[src/rtl/keypad_scanner.sv]
// 4x4 matrix keypad scanner: rotates an active-low row drive, debounces a single
// pressed key over several scan ticks and reports its code with a one-clk strobe.
module keypad_scanner #(
    parameter int CLK_DIV        = 5000,
    parameter int DEBOUNCE_SCANS = 4
) (
    input  logic       clk,
    input  logic       reset,
    input  logic [3:0] col_in,
    output logic [3:0] row_out,
    output logic [3:0] key_code,
    output logic       key_valid,
    output logic       key_down,
    output logic       multi_key
);
    localparam logic [20:0] TICK_MAX = 21'(CLK_DIV - 1);
    localparam logic [3:0]  DEB_MAX  = 4'(DEBOUNCE_SCANS);

    typedef enum logic [1:0] {SCAN, DEBOUNCE, PRESSED, RELEASE} state_t;

    logic [3:0]  sync1_q, sync1_d, sync2_q, sync2_d;
    logic [20:0] cnt_q, cnt_d;
    state_t      state_q, state_d;
    logic [1:0]  row_idx_q, row_idx_d;
    logic [3:0]  row_out_q, row_out_d;
    logic [3:0]  col_pat_q, col_pat_d;
    logic [3:0]  deb_cnt_q, deb_cnt_d;
    logic [3:0]  key_code_q, key_code_d;
    logic        key_valid_q, key_valid_d;
    logic        key_down_q, key_down_d;
    logic        multi_key_q, multi_key_d;

    logic        tick, all_high, one_low, accept, release_key;
    logic [1:0]  col_idx;
    logic [3:0]  deb_inc, col_s;

    always_comb begin
        col_s    = sync2_q;
        tick     = (cnt_q == TICK_MAX);
        all_high = (col_s == 4'hF);
        one_low  = ($countones(~col_s) == 1);
        deb_inc  = (deb_cnt_q == 4'hF) ? 4'hF : deb_cnt_q + 4'd1;
        case (col_s)
            4'b1101: col_idx = 2'd1;
            4'b1011: col_idx = 2'd2;
            4'b0111: col_idx = 2'd3;
            default: col_idx = 2'd0;
        endcase
    end

    always_comb begin
        sync1_d     = col_in;
        sync2_d     = sync1_q;
        cnt_d       = tick ? '0 : cnt_q + 21'd1;
        state_d     = state_q;
        row_idx_d   = row_idx_q;
        col_pat_d   = col_pat_q;
        deb_cnt_d   = deb_cnt_q;
        key_code_d  = key_code_q;
        key_down_d  = key_down_q;
        key_valid_d = 1'b0;
        multi_key_d = 1'b0;
        accept      = 1'b0;
        release_key = 1'b0;

        if (tick) begin
            case (state_q)
                SCAN: begin
                    if (all_high) begin
                        row_idx_d = row_idx_q + 2'd1;
                    end else if (one_low) begin
                        col_pat_d = col_s;
                        deb_cnt_d = 4'd1;
                        if (DEB_MAX <= 4'd1) accept = 1'b1;
                        else                 state_d = DEBOUNCE;
                    end else begin
                        multi_key_d = 1'b1;
                        row_idx_d   = row_idx_q + 2'd1;
                    end
                end
                DEBOUNCE: begin
                    if (col_s == col_pat_q) begin
                        deb_cnt_d = deb_inc;
                        if (deb_inc >= DEB_MAX) accept = 1'b1;
                    end else begin
                        state_d   = SCAN;
                        row_idx_d = row_idx_q + 2'd1;
                    end
                end
                PRESSED: begin
                    // Extra columns in the held row are tolerated; only all-high starts a release.
                    if (all_high) begin
                        deb_cnt_d = 4'd1;
                        if (DEB_MAX <= 4'd1) release_key = 1'b1;
                        else                 state_d = RELEASE;
                    end
                end
                RELEASE: begin
                    if (all_high) begin
                        deb_cnt_d = deb_inc;
                        if (deb_inc >= DEB_MAX) release_key = 1'b1;
                    end else begin
                        state_d = PRESSED;
                    end
                end
                default: state_d = SCAN;
            endcase
        end

        if (accept) begin
            state_d     = PRESSED;
            key_code_d  = {row_idx_q, col_idx};
            key_valid_d = 1'b1;
            key_down_d  = 1'b1;
        end
        if (release_key) begin
            state_d    = SCAN;
            key_down_d = 1'b0;
            row_idx_d  = row_idx_q + 2'd1;
        end
        row_out_d = ~(4'b0001 << row_idx_d);
    end

    always_ff @(posedge clk or posedge reset) begin
        if (reset) begin
            sync1_q     <= 4'hF;
            sync2_q     <= 4'hF;
            cnt_q       <= '0;
            state_q     <= SCAN;
            row_idx_q   <= 2'd0;
            row_out_q   <= 4'b1110;
            col_pat_q   <= 4'hF;
            deb_cnt_q   <= 4'd0;
            key_code_q  <= 4'h0;
            key_valid_q <= 1'b0;
            key_down_q  <= 1'b0;
            multi_key_q <= 1'b0;
        end else begin
            sync1_q     <= sync1_d;
            sync2_q     <= sync2_d;
            cnt_q       <= cnt_d;
            state_q     <= state_d;
            row_idx_q   <= row_idx_d;
            row_out_q   <= row_out_d;
            col_pat_q   <= col_pat_d;
            deb_cnt_q   <= deb_cnt_d;
            key_code_q  <= key_code_d;
            key_valid_q <= key_valid_d;
            key_down_q  <= key_down_d;
            multi_key_q <= multi_key_d;
        end
    end

    assign row_out   = row_out_q;
    assign key_code  = key_code_q;
    assign key_valid = key_valid_q;
    assign key_down  = key_down_q;
    assign multi_key = multi_key_q;
endmodule

[config.mk]
export PLATFORM = sky130hd
export DESIGN_NAME = keypad_scanner
export DESIGN_NICKNAME = d
export VERILOG_FILES = /design/src/rtl/keypad_scanner.sv
export SDC_FILE = /design/constraint.sdc
export NUM_CORES = 1
export LEC_CHECK = 0
export CAP_MARGIN = 20
export CORE_MARGIN = 2
export CORE_UTILIZATION = 28
export DETAILED_ROUTE_END_ITERATION = 8
export SYNTH_ARGS = -nofsm -noshare
export SYNTH_HDL_FRONTEND = slang
export SYNTH_SLANG_ARGS = --single-unit
[constraint.sdc]
create_clock -name clk -period 2.9 [get_ports clk]
set_input_delay 0.29 -clock clk [delete_from_list [all_inputs] [get_ports clk]]
set_output_delay 0.29 -clock clk [all_outputs]
set_load 0.01 [all_outputs]
==> metrics.txt <==
post-DP HPWL=approximately 3200 µm; Peak VDD IR=0.235 mV; Synth cell types=48; CP Max Fanout=5; first-pass GRT wire length=7690 µm; Worst Clk Skew=8.21 ps; Peak Freq=roughly 360 MHz; share of layout cells above drive strength 1=21.5%; Final Max Tran Viols=0; setup violators final=0; GP Congestion=0.759; Ys Warns=0; wire length per cell=between 10 and 15 µm; DRT iter0 DRCs=68; area delta synth->final=16.9%; CP Capture Type=flip-flop; # DRC=0; WP data required=3090 ps; status=finished clean; register area share after synthesis=51.5%; critical path arrival=2950 ps; FF-to-FF Start=col_s[0]$_DFF_PP1_; leakage power=1.27 nW; commonest non-fill, non-tap cell in the layout=dfrtp_1; antenna fix cells=0; pin count of the biggest net entering global routing=53; Vias/cell=roughly 4.8; register bit total from synthesis=52; CTS Buffer Depth=2; io pins=17; Starting Density=between 20% and 30%; final WL=approximately 4400 µm; # hold bufs at CTS=0; WHS Path Cells=0; worst hold start=sync1_q[0]$_DFF_PP1_; cell count after synthesis=226; Worst Hold Path EP=col_s[0]$_DFF_PP1_; synthesized area=between 2000 and 3000 µm²; initial antenna violation count=0; Worst slew margin=58.8%; reg-to-reg setup timing slack=approximately 140 ps; post-route ant nets=0; max-cap viol count=0; CTS tree=yes; Finished Layout Cells=359; Avg Cell Area, Syn=about 11 µm²; Worst R2R End=row_out[0]$_DFF_PP0_; IO buf count=16; DR pass1 iterations=4; part of the cycle the worst path needs=95.1%; worst-skew pair later-pin latency=300 ps; Worst-path clk slew=100 ps; Core ar.=8810 µm²; crit path time final=2760 ps; Tot GR Track Use=a little under a tenth; pre-CTS WS=9.45 ps; syn_nets=239; layout net count=around 260; RSZ-0062 raised after global routing=false; TritonCTS Sinks=52; commonest non-fill, non-tap cells in the layout=dfrtp_1, nor2_1, clkdlybuf4s50_1, nand2_1, dfstp_2; Worst Setup Start Kind=flip-flop; Pwr Density=~410 nW/µm²; Num CTS Buffers=5; Slew @ Worst Pin=619 ps; GRT overflow=0; post-route setup TNS=0 ps; Setup Buffers After CTS=0; H-Tree Depth=2; vias=1720; vias in the first global route=roughly 1600; setup ws final=141 ps; row count=34; cell count after placement=351; Die Y-Extent=99.7 µm; Clk Tree Root Cell=clkbuf_8; Die ar.=about 9900 µm²; Hold Violations, Final=0; cells on worst reg2reg path=10; Fillers=just under 900; Die W=about 100 µm; type of the worst setup path=flip-flop to flip-flop; worst hold path class=flip-flop to flip-flop; Tot Pwr=0.00123 W
-- critical path, stage by stage, from the launching register on --
cell	delay, ps
dfstp_2	420
fa_1	540
inv_1	40
ha_1	170
ha_1	280
nor3b_2	50
nor3b_4	150
a211o_1	300
buf_4	160
a21oi_2	190
mux2_2	350
-- where the power goes --
group          total [W]  internal [W]  switching (W)
logic          0.0000696     0.0000316      0.0000380
registers       0.000740      0.000735     0.00000410
clock network   0.000425      0.000178       0.000247
-- cells in the mapped netlist, drive strengths merged --
| cell | count | area share [%] |
|---|---|---|
| a2111o | 1 | 0.44 |
| a211o | 1 | 0.34 |
| a211oi | 1 | 0.29 |
| a21boi | 1 | 0.29 |
| a21o | 1 | 0.29 |
| a21oi | 7 | 1.4 |
| a31oi | 2 | 0.49 |
| a41oi | 1 | 0.34 |
| and2 | 4 | 0.98 |
| and3 | 5 | 1.2 |
| and4 | 3 | 1.0 |
| and4b | 1 | 0.39 |
| buf | 2 | 0.39 |
| clkbuf | 3 | 0.44 |
| dfrtp | 37 | 36 |
| dfstp | 15 | 15 |
| fa | 1 | 0.78 |
| ha | 6 | 2.9 |
| inv | 10 | 1.5 |
| mux2 | 12 | 5.6 |
| mux2i | 2 | 0.78 |
| nand2 | 15 | 2.2 |
| nand2b | 2 | 0.49 |
| nand3 | 13 | 2.7 |
| nand4 | 5 | 1.2 |
| nor2 | 19 | 2.8 |
| nor3 | 8 | 1.8 |
| nor3b | 2 | 0.59 |
| nor4 | 2 | 1.3 |
| nor4b | 4 | 2.8 |
| o211ai | 1 | 0.29 |
| o21ai | 4 | 0.78 |
| o22a | 1 | 0.34 |
| o31ai | 2 | 0.59 |
| o32a | 2 | 0.78 |
| o32ai | 2 | 0.68 |
| or2 | 2 | 0.49 |
| or3 | 2 | 0.68 |
| xnor2 | 10 | 3.4 |
| xor2 | 14 | 4.8 |
-- timing repair --
item | in CTS | in global routing
endpoints found under the hold margin | 0 | 0
gates resized for setup | 1 | 3
endpoints found under the setup margin | 2 | 3
-- flip-flops by register name, indices dropped and copies added (netlist names) --
name / flops
row_out: 4
row_idx_q: 2
key_valid: 1
multi_key: 1
sync1_q: 4
state_q: 2
key_down: 1
col_pat_q: 4
deb_cnt_q: 4
key_code: 4
cnt_q: 21
col_s: 4
-- cell families after synthesis --
kind of cell    synth area share, %
flops                          51.5
simple gates                   20.6
mux                            6.34
fa+ha+maj                      3.71
buf+inv                        2.29
xor+xnor                       8.20
compound gates                 7.32
-- worst max path at each step --
stage	end	from	cells past startpoint
final	row_out[0]$_DFF_PP0_	col_s[0]$_DFF_PP1_	10
after floorplan	deb_cnt_q[0]$_DFFE_PP0P_	col_s[1]$_DFF_PP1_	9
after global routing	deb_cnt_q[1]$_DFFE_PP0P_	col_s[0]$_DFF_PP1_	9
after global placement	deb_cnt_q[0]$_DFFE_PP0P_	col_s[0]$_DFF_PP1_	9
after detailed placement	deb_cnt_q[1]$_DFFE_PP0P_	col_s[0]$_DFF_PP1_	9
after CTS	row_out[0]$_DFF_PP0_	col_s[0]$_DFF_PP1_	10
-- layer usage --
layer  global-route usage [%]  wire (µm)  vias up
li1                         -          -      849
met1                     14.3       2220      822
met2                     13.5       1850       44
met3                     2.81        243        5
met4                     2.53         44        0
met5                        0          0        -
-- cell type report --
cell class | count | area (µm²) | area share (%)
clock buffers | 5 | 68.8 | 2.30
clock inverters | 3 | 26.3 | 0.876
inverters | 10 | 37.5 | 1.25
multi-input cells | 159 | 1200 | 40.2
flip-flops and latches | 52 | 1320 | 44.0
well taps | 108 | 135 | 4.51
repair buffers | 22 | 205 | 6.84
-- per-stage QoR --
step / area, µm² / utilization (%) / hold slack, ps
final: 3000 / 34.0 / 361
after global routing: 3000 / 34.0 / 366
after CTS: 2980 / 33.9 / 363
after detailed placement: 2880 / 32.7 / 347
after global placement: 2880 / 32.7 / 346
after floorplan: 2560 / - / 294
Power figures use the tool's default switching activity.
